`src/rtl/irsx_register_arbiter_pkg.sv`:
```
// ---------------------------------------------------------------------------
// irsx_register_arbiter_pkg
// Shared definitions for the register-write arbiter:
//   - arb_state_t      : arbiter FSM state encoding
//   - ASIC_ADDR_WIDTH  : width of the register interface address (8)
//   - ASIC_DATA_WIDTH  : width of the register interface data (12)
//   - index_width()    : bits needed to hold a requester index
// ---------------------------------------------------------------------------
package irsx_register_arbiter_pkg;

  localparam int ASIC_ADDR_WIDTH = 8;
  localparam int ASIC_DATA_WIDTH = 12;

  // ST_VERIFY is only ever entered when readback verification is built in.
  typedef enum logic [1:0] {
    ST_IDLE   = 2'd0,
    ST_WRITE  = 2'd1,
    ST_VERIFY = 2'd2,
    ST_DONE   = 2'd3
  } arb_state_t;

  // A single requester still needs a one-bit index so the vectors stay legal.
  function automatic int index_width(input int count);
    return (count > 1) ? $clog2(count) : 1;
  endfunction

endpackage

```
`src/rtl/irsx_register_arbiter_round_robin_picker.sv`:
```
// ---------------------------------------------------------------------------
// irsx_round_robin_picker
// Combinational round-robin selector. The search starts one past the last
// granted index and wraps modulo NUMBER_OF_REQUESTERS.
// Ports:
//   request    : in  [NUMBER_OF_REQUESTERS-1:0] requests eligible this cycle
//   last_grant : in  [INDEX_WIDTH-1:0]          most recently granted index
//   valid      : out                            some request was found
//   index      : out [INDEX_WIDTH-1:0]          winning requester
// ---------------------------------------------------------------------------
module irsx_round_robin_picker #(
  parameter int NUMBER_OF_REQUESTERS = 4,
  parameter int INDEX_WIDTH          = 2
) (
  input  logic [NUMBER_OF_REQUESTERS-1:0] request,
  input  logic [INDEX_WIDTH-1:0]          last_grant,
  output logic                            valid,
  output logic [INDEX_WIDTH-1:0]          index
);

  logic [INDEX_WIDTH-1:0] candidate;

  // Walk offsets 1..N from last_grant; offset N lands back on last_grant, so
  // a lone requester that was just served can still win again.
  always_comb begin
    valid     = 1'b0;
    index     = '0;
    candidate = '0;
    for (int offset = 1; offset <= NUMBER_OF_REQUESTERS; offset++) begin
      candidate = INDEX_WIDTH'((int'(last_grant) + offset) % NUMBER_OF_REQUESTERS);
      if (!valid && request[candidate]) begin
        valid = 1'b1;
        index = candidate;
      end
    end
  end

endmodule

```
`src/rtl/irsx_register_arbiter.sv`:
```
// ---------------------------------------------------------------------------
// irsx_register_arbiter
// Arbitrates register-write requests from several requesters onto a single
// register interface. Each granted request is written once and, optionally,
// verified by reading the register back until it matches or times out.
//
// Build option: define IRSX_ARBITER_VERIFY_EN to include the VERIFY state and
// the timeout path. Without it, error and number_of_timeouts are constant 0
// and readback_data_out is ignored.
//
// Ports:
//   clock              : in   single clock
//   reset              : in   synchronous, active-high reset
//   req                : in   [N-1:0]    per-requester write request
//   req_address        : in   [8N-1:0]   requester i uses [8i+7:8i]
//   req_data           : in   [12N-1:0]  requester i uses [12i+11:12i]
//   ack                : out  [N-1:0]    one-cycle completion pulse
//   error              : out  [N-1:0]    one-cycle verify-timeout pulse
//   address            : out  [7:0]      register interface address
//   intended_data_in   : out  [11:0]     register interface write data
//   write_enable       : out             register interface write strobe
//   readback_data_out  : in   [11:0]     register interface readback
//   busy               : out             arbiter not in IDLE
//   number_of_timeouts : out  [31:0]     saturating count of verify timeouts
// ---------------------------------------------------------------------------
module irsx_register_arbiter
  import irsx_register_arbiter_pkg::*;
#(
  parameter int NUMBER_OF_REQUESTERS  = 4,
  parameter int VERIFY_TIMEOUT_CYCLES = 4096,
  parameter int VERIFY_LATENCY        = 3
) (
  input  logic                                          clock,
  input  logic                                          reset,
  input  logic [NUMBER_OF_REQUESTERS-1:0]                req,
  input  logic [ASIC_ADDR_WIDTH*NUMBER_OF_REQUESTERS-1:0] req_address,
  input  logic [ASIC_DATA_WIDTH*NUMBER_OF_REQUESTERS-1:0] req_data,
  output logic [NUMBER_OF_REQUESTERS-1:0]                ack,
  output logic [NUMBER_OF_REQUESTERS-1:0]                error,
  output logic [ASIC_ADDR_WIDTH-1:0]                     address,
  output logic [ASIC_DATA_WIDTH-1:0]                     intended_data_in,
  output logic                                          write_enable,
  input  logic [ASIC_DATA_WIDTH-1:0]                     readback_data_out,
  output logic                                          busy,
  output logic [31:0]                                   number_of_timeouts
);

  localparam int INDEX_WIDTH = index_width(NUMBER_OF_REQUESTERS);

  arb_state_t state;
  arb_state_t next_state;

  logic [INDEX_WIDTH-1:0]          grant_index;
  logic [INDEX_WIDTH-1:0]          last_grant;
  logic [INDEX_WIDTH-1:0]          pick_index;
  logic                            pick_valid;
  logic                            mask_active;
  logic                            finishing;
  logic [NUMBER_OF_REQUESTERS-1:0] grant_onehot;
  logic [NUMBER_OF_REQUESTERS-1:0] masked_req;
  logic [ASIC_ADDR_WIDTH-1:0]      pick_address;
  logic [ASIC_DATA_WIDTH-1:0]      pick_data;

  assign grant_onehot = NUMBER_OF_REQUESTERS'(1) << grant_index;

  // The requester that was just served sits out the first IDLE cycle, so a
  // requester re-raising req immediately cannot starve the others.
  assign masked_req = req & ~(mask_active ? grant_onehot : '0);

  assign pick_address = req_address[ASIC_ADDR_WIDTH*pick_index +: ASIC_ADDR_WIDTH];
  assign pick_data    = req_data[ASIC_DATA_WIDTH*pick_index +: ASIC_DATA_WIDTH];

  irsx_round_robin_picker #(
    .NUMBER_OF_REQUESTERS (NUMBER_OF_REQUESTERS),
    .INDEX_WIDTH          (INDEX_WIDTH)
  ) u_picker (
    .request    (masked_req),
    .last_grant (last_grant),
    .valid      (pick_valid),
    .index      (pick_index)
  );

`ifdef IRSX_ARBITER_VERIFY_EN
  logic [31:0] verify_count;
  logic        verify_match;
  logic        verify_timeout;

  // Readback is ignored until the interface has had VERIFY_LATENCY cycles to
  // settle; a match on the final allowed cycle still wins over the timeout.
  assign verify_match   = (verify_count >= 32'(VERIFY_LATENCY)) &&
                          (readback_data_out == intended_data_in);
  assign verify_timeout = !verify_match &&
                          (verify_count >= 32'(VERIFY_TIMEOUT_CYCLES - 1));

  always_ff @(posedge clock) begin
    if (reset) begin
      verify_count       <= '0;
      number_of_timeouts <= '0;
    end else begin
      if (state == ST_VERIFY) begin
        verify_count <= verify_count + 32'd1;
      end else begin
        verify_count <= '0;
      end
      if ((state == ST_VERIFY) && verify_timeout && (number_of_timeouts != '1)) begin
        number_of_timeouts <= number_of_timeouts + 32'd1;
      end
    end
  end
`else
  logic unused_verify;
  assign unused_verify = ^{readback_data_out, 32'(VERIFY_LATENCY), 32'(VERIFY_TIMEOUT_CYCLES)};
  assign number_of_timeouts = '0;
`endif

  // State register.
  always_ff @(posedge clock) begin
    if (reset) begin
      state <= ST_IDLE;
    end else begin
      state <= next_state;
    end
  end

  // Next-state and strobe decode. ack/error come straight from the state so
  // only one of them, for the granted requester, can ever be high.
  always_comb begin
    next_state   = state;
    write_enable = 1'b0;
    busy         = (state != ST_IDLE);
    ack          = '0;
    error        = '0;
    finishing    = 1'b0;
    case (state)
      ST_IDLE: begin
        if (pick_valid) begin
          next_state = ST_WRITE;
        end
      end
      ST_WRITE: begin
        write_enable = 1'b1;
`ifdef IRSX_ARBITER_VERIFY_EN
        next_state = ST_VERIFY;
`else
        next_state = ST_DONE;
`endif
      end
      ST_VERIFY: begin
`ifdef IRSX_ARBITER_VERIFY_EN
        if (verify_match) begin
          next_state = ST_DONE;
        end else if (verify_timeout) begin
          next_state = ST_IDLE;
          error      = grant_onehot;
          finishing  = 1'b1;
        end
`else
        next_state = ST_IDLE;
`endif
      end
      ST_DONE: begin
        next_state = ST_IDLE;
        ack        = grant_onehot;
        finishing  = 1'b1;
      end
      default: begin
        next_state = ST_IDLE;
      end
    endcase
  end

  // Grant bookkeeping and the register interface drive. The latched address
  // and data persist through IDLE until the next grant overwrites them.
  always_ff @(posedge clock) begin
    if (reset) begin
      address          <= '0;
      intended_data_in <= '0;
      grant_index      <= '0;
      last_grant       <= INDEX_WIDTH'(NUMBER_OF_REQUESTERS - 1);
      mask_active      <= 1'b0;
    end else begin
      mask_active <= finishing;
      if ((state == ST_IDLE) && pick_valid) begin
        grant_index      <= pick_index;
        last_grant       <= pick_index;
        address          <= pick_address;
        intended_data_in <= pick_data;
      end
    end
  end

endmodule

```
`config.mk`:
```
export PLATFORM = sky130hd
export DESIGN_NAME = irsx_register_arbiter
export DESIGN_NICKNAME = d
export VERILOG_FILES = /design/src/rtl/irsx_register_arbiter_pkg.sv /design/src/rtl/irsx_register_arbiter_round_robin_picker.sv /design/src/rtl/irsx_register_arbiter.sv
export SDC_FILE = /design/constraint.sdc
export NUM_CORES = 1
export LEC_CHECK = 0
export BUFFER_PORTS_ARGS = -buffer_cell sky130_fd_sc_hd__buf_2
export CORE_ASPECT_RATIO = 1.4
export CORE_UTILIZATION = 38
export CTS_CLUSTER_SIZE = 10
export DETAILED_ROUTE_END_ITERATION = 10
export PLACE_DENSITY = 0.81
export SLEW_MARGIN = 10
export SYNTH_ARGS = -nofsm -noshare
export SYNTH_HDL_FRONTEND = slang
export SYNTH_HIERARCHICAL = 1
export SYNTH_SLANG_ARGS = --single-unit
```
`constraint.sdc`:
```
create_clock -name clock -period 2.41 [get_ports clock]
set_input_delay 0.482 -clock clock [delete_from_list [all_inputs] [get_ports clock]]
set_output_delay 0.482 -clock clock [all_outputs]
set_load 0.03 [all_outputs]
```
After elaboration in Yosys (flattened, before gate mapping)
Index checks and enable logic that the tools add are counted.
- logic and storage cells: 56
- bits of input ports: 98
- flip-flop bits (word level): 27
- output and inout port bits: 62
- bitwise gates (word level): 2
- equal/unequal tests: 4
- muxes and demuxes: 22
- multiply operators: 1
- add/subtract/negate cells: 4
- reductions and logical operators: 10
- order comparisons: 4
- shift operators: 3
- operators with widths (operator ; number):
    variable part select 48 x 7 -> 12 bit ; 1
    variable part select 32 x 6 -> 8 bit ; 1
    < comparator 2 x 3 -> 1 bit, second input constant ; 4
    two-way mux 1 bit ; 10
    two-way mux 2 bit ; 5
    binary-select mux 1 bit (select 2 bit) ; 4
    two-way mux 4 bit ; 2
    one-hot mux 2 bit (3 select lines) ; 1
    adder 2 x 1 -> 2 bit, second input constant ; 2
    adder 2 bit, second input constant ; 2
    AND 4 bit ; 1
    == test 2 bit, second input constant ; 2
    logical AND 1 bit ; 4
    multiplier 2 x 2 -> 4 bit, first input constant ; 1
    NOT 4 bit ; 1
    left shift 1 x 2 -> 4 bit, first input constant ; 1
    logical NOT 1 bit ; 3
    == test 2 x 1 -> 1 bit, second input constant ; 1
    logical NOT 2 bit ; 1
    != test 2 bit, second input constant ; 1
    nonzero test 2 bit ; 1
    OR reduction 2 bit ; 1

Logic depth before layout (Yosys ltp)
- depth after elaboration: 18
- mapped depth: 9
- depth with buffers taken out: 7

Modules after synthesis
The synthesis kept the hierarchy.
- by module, submodules not included (module ; sequential area each (um2) ; instances ; cells an instance ; area an instance (um2)):
    irsx_register_arbiter ; 540.5 ; 1 ; 150 ; 1709.1
    irsx_round_robin_picker ; 0.0 ; 1 ; 14 ; 91.3

Worst setup path before layout
OpenSTA, ideal clock, no wires.
- path type: input to register
- start point: input req[3]
- end point: register address[0]
- library setup time: 117 ps
- slack: 228 ps
- data required time: 2293 ps
- stages: 8
- buffers on the path: 1
- arrival: 2066 ps
- cells stage by stage: inv_1 a31oi_1 and2b_1 a21oi_2 o221ai_2 buf_6 mux4_2 a22o_1
- word-level cells in the longest chain between the ends: 14
- elaborated cells on any way between the ends: 25
- those cells by class: shift: 1; mux: 16; bitwise: 1; reduce/logical: 7
- RTL lines (item ; RTL line ; text):
    start, declared ; irsx_register_arbiter.sv:35 ; input logic [NUMBER_OF_REQUESTERS-1:0] req,
    AND 4 bit (*) ; irsx_register_arbiter.sv:68 ; assign masked_req = req & ~(mask_active ? grant_onehot : '0);
    named net masked_req[3] ; irsx_register_arbiter.sv:60 ; logic [NUMBER_OF_REQUESTERS-1:0] masked_req;
    binary-select mux 1 bit (select 2 bit) ; irsx_register_arbiter_round_robin_picker.sv:31 ; if (!valid && request[candidate]) begin
    two-way mux 1 bit (implied by the code) ; irsx_register_arbiter_round_robin_picker.sv:31 ;
    two-way mux 1 bit ; irsx_register_arbiter_round_robin_picker.sv:31 ;
    logical NOT 1 bit ; irsx_register_arbiter_round_robin_picker.sv:31 ;
    logical AND 1 bit ; irsx_register_arbiter_round_robin_picker.sv:31 ;
    two-way mux 1 bit ; irsx_register_arbiter_round_robin_picker.sv:31 ;
    logical NOT 1 bit ; irsx_register_arbiter_round_robin_picker.sv:31 ;
    logical AND 1 bit ; irsx_register_arbiter_round_robin_picker.sv:31 ;
    two-way mux 1 bit ; irsx_register_arbiter_round_robin_picker.sv:31 ;
    logical NOT 1 bit ; irsx_register_arbiter_round_robin_picker.sv:31 ;
    logical AND 1 bit ; irsx_register_arbiter_round_robin_picker.sv:31 ;
    two-way mux 2 bit (*) ; irsx_register_arbiter_round_robin_picker.sv:31 ;
    named net pick_index[0] ; irsx_register_arbiter.sv:55 ; logic [INDEX_WIDTH-1:0] pick_index;
    variable part select 32 x 6 -> 8 bit (*) ; irsx_register_arbiter.sv:70 ; assign pick_address = req_address[ASIC_ADDR_WIDTH*pick_index +: ASIC_ADDR_WIDTH];
    end signal, assigned ; irsx_register_arbiter.sv:186 ; address <= pick_address;
    end, declared ; irsx_register_arbiter.sv:40 ; output logic [ASIC_ADDR_WIDTH-1:0] address,
The timed path passes the listed nets; every way through them passes the cells marked *. The select of a mux whose other input is x is not followed.
A chain may end at the register's enable or synchronous reset.

Worst setup path in the final report
- start point: register grant_index[0]
- end point: register intended_data_in[10]
- word-level cells in the longest chain between the ends: 18
- elaborated cells on any way between the ends: 29
- those cells by class: mul: 1; shift: 2; mux: 17; bitwise: 2; reduce/logical: 7
- RTL lines (item ; RTL line ; text):
    start, declared ; irsx_register_arbiter.sv:53 ; logic [INDEX_WIDTH-1:0] grant_index;
    start signal, assigned ; irsx_register_arbiter.sv:184 ; grant_index <= pick_index;
    left shift 1 x 2 -> 4 bit (*) ; irsx_register_arbiter.sv:64 ; assign grant_onehot = NUMBER_OF_REQUESTERS'(1) << grant_index;
    two-way mux 4 bit (*) ; irsx_register_arbiter.sv:68 ;
    NOT 4 bit (*) ; irsx_register_arbiter.sv:68 ;
    AND 4 bit (*) ; irsx_register_arbiter.sv:68 ;
    named net masked_req[2] ; irsx_register_arbiter.sv:60 ;
    binary-select mux 1 bit (select 2 bit) ; irsx_register_arbiter_round_robin_picker.sv:31 ;
    two-way mux 1 bit (implied by the code) ; irsx_register_arbiter_round_robin_picker.sv:31 ;
    two-way mux 1 bit ; irsx_register_arbiter_round_robin_picker.sv:31 ;
    [4 not listed] ; n/a ;
    logical AND 1 bit ; irsx_register_arbiter_round_robin_picker.sv:31 ;
    two-way mux 1 bit ; irsx_register_arbiter_round_robin_picker.sv:31 ;
    logical NOT 1 bit ; irsx_register_arbiter_round_robin_picker.sv:31 ;
    logical AND 1 bit ; irsx_register_arbiter_round_robin_picker.sv:31 ;
    two-way mux 2 bit (*) ; irsx_register_arbiter_round_robin_picker.sv:31 ;
    named net pick_index[0] ; irsx_register_arbiter.sv:55 ;
    multiplier 2 x 2 -> 4 bit (*) ; irsx_register_arbiter.sv:71 ; assign pick_data = req_data[ASIC_DATA_WIDTH*pick_index +: ASIC_DATA_WIDTH];
    variable part select 48 x 7 -> 12 bit (*) ; irsx_register_arbiter.sv:71 ;
    end signal, assigned ; irsx_register_arbiter.sv:187 ; intended_data_in <= pick_data;
    end, declared ; irsx_register_arbiter.sv:41 ; output logic [ASIC_DATA_WIDTH-1:0] intended_data_in,
Marked as above.

==> impl_metrics.tcl <==
set metrics [dict create \
    status "completed" \
    critPathLaunchType "flip-flop" \
    drtIter0Drc 79 \
    grt_overflow 0 \
    synth-edff-count 0 \
    rsz0062_at_grt "false" \
    dpl.hpwl_um 3430 \
    post_cts.repair.setup_buffers 0 \
    path_delay_family "compound AO/OA/AOI/OAI gates" \
    min_path_type "reg -> reg" \
    grt_max_degree 21 \
    drive_above_1_share 0.562 \
    fmax_mhz 456 \
    cts_num_sinks 27 \
    synth_top_cell_area_share 0.300 \
    netlist_top_cells_count "buf_4, dfxtp_1, a22o_1, mux4_2, nand2_1" \
    vias 1596 \
    synth_area_leaders "dfxtp_1, mux4_2, buf_4" \
    drc 0 \
    cts_buffers 3 \
    num_rows 29 \
    routed_wl_um 4240 \
    avgSynthCellArea_um2 11.0 \
    synthCells 164 \
    nets 373 \
    crit_chain "inv_1 > a31oi_2 > and2b_1 > a21oi_2 > o221ai_4 > buf_12 > mux4_2 > a22o_1" \
    yosys_warnings 6 \
    ys_types 29 \
    max_stage_delay_ns 0.43 \
    drt_pass1_iterations 4 \
    drv_slew 0 \
    diodes 0 \
    fin_crit_ns 2.19 \
    finalHoldViolCount 0 \
    endpoint_kind "flip-flop" \
    yosysTopAreaCell "dfxtp_1" \
    cts_tree "yes" \
    path_buf_inv 2 \
    grt_pass1_wl_um 6510 \
    crit_slowest_cell "mux4_2" \
    worstSetupPathType "reg -> reg" \
    synth_async_sr_flop_share 0 \
    numPortBuffers 111 \
    coreArea_um2 4540 \
    synth-main-ff-cell "dfxtp_1" \
    max-cap-violations 0 \
    hold_buffers 0 \
    wl_per_cell_um 12.6 \
    ioPinCount 160 \
    ant_nets 0 \
    clk_latency_ns 0.27 \
    ir_drop_v 0.000376 \
    dieArea_um2 5020 \
    initial_core_util 0.397 \
    period_share 0.909 \
    ys_ff_latch 27 \
    syn-cell-area_um2 1800 \
    antenna_found_initial 0 \
    via_per_inst 4.75 \
    cts_root_buf "clkbuf_8" \
    fill_cells 425 \
    cp_max_fo 10 \
    hold_slack_ns 0.480 \
    fp.dieW_um 60.2 \
    tns_ns 0 \
    grt_usage 0.167 \
    cts.htree.levels 1 \
    powerDensity_nw_per_um2 593 \
    synth-seq-area-share 0.300 \
    path_clk_slew_ns 0.10 \
    p_leak_nw 1.19 \
    cts_resized 0 \
    area_delta_synth_final_pct 32.1 \
    required_ns 2.58 \
    die_h_um 83.4 \
    ctsLongestPathBuffers 2 \
    grt_pass1_vias 1589 \
    clock_skew_ns 0.00352 \
    worstPathArrival_ns 2.36 \
    place_congestion 0.750 \
    yosysMostFrequentCell "buf_4" \
    setup_viol 0 \
]
power by group:
group	leakage, nW	internal (mW)	switching, mW	total [mW]
registers	0.224	0.500	0.0388	0.539
clock network	0.0217	0.117	0.145	0.263
logic	0.940	0.274	0.334	0.608
total	1.19	0.891	0.519	1.41
kinds of logic after synthesis:
family,share of synthesized area
and+or+nand+nor,0.0945
AOI/OAI and AO/OA,0.147
DFF,0.300
other,0.00208
buffers and inverters,0.199
muxes,0.258
state kept, by name, summed over array words and instances, names as in the netlist:
| register | count |
|---|---|
| intended_data_in | 12 |
| address | 8 |
| grant_index | 2 |
| last_grant | 2 |
| state | 2 |
| mask_active | 1 |
area by class of cell:
cell class | count | area, um2 | share of cell area
Clock buffer | 3 | 41.3 | 0.0174
Inverter | 4 | 15.0 | 0.00631
Timing Repair Buffer | 118 | 633 | 0.266
Tap cell | 62 | 77.6 | 0.0326
Clock inverter | 1 | 7.51 | 0.00316
Multi-Input combinational cell | 121 | 1060 | 0.446
Sequential cell | 27 | 543 | 0.228
placed cells by master (no fill, tap or decap), drive strengths merged:
master | netlist | final
a21boi | 1 | 1
a21oi | 7 | 7
a22o | 20 | 20
a31oi | 3 | 3
and2b | 2 | 2
buf | 41 | 118
clkbuf | 6 | 3
clkinvlp | 0 | 1
conb | 1 | 36
dfxtp | 27 | 27
inv | 4 | 4
mux2i | 1 | 1
mux4 | 20 | 20
nand2 | 10 | 10
nand2b | 3 | 3
nor2 | 8 | 8
nor3 | 3 | 3
nor3b | 3 | 3
o21a | 1 | 1
o221ai | 1 | 1
or2 | 1 | 1
or3b | 1 | 1
per-stage QoR:
stage          instances  total power [mW]   util  worst slack, ns  instance area (um2)
2_1_floorplan        199              1.03      -            0.228                 1930
3_3_place_gp         332              1.15  0.510          0.00942                 2310
3_5_place_dp         332              1.16  0.510          -0.0520                 2310
4_1_cts              336              1.43  0.521           0.0735                 2360
5_1_grt              336              1.49  0.524           0.0416                 2380
6_report             336              1.41  0.524            0.218                 2380
worst paths after layout:
kind | from | end | slack, ns | depth (start not counted)
hold reg to reg | intended_data_in[1] | intended_data_in[1] | 0.48 | 1
setup reg to reg | grant_index[0] | intended_data_in[10] | 0.22 | 8
setup / recovery | grant_index[0] | intended_data_in[10] | 0.22 | 8
hold / removal | intended_data_in[1] | intended_data_in[1] | 0.48 | 1
per-layer routing:
layer  GRT usage  vias to the layer above  wire length, um
li1            -                      754                -
met1       0.167                      743             1600
met2       0.320                       89             2200
met3      0.0265                       10              342
met4      0.0634                        0               89
met5           0                        -                0
No activity file was read; power rests on OpenSTA's default activity.
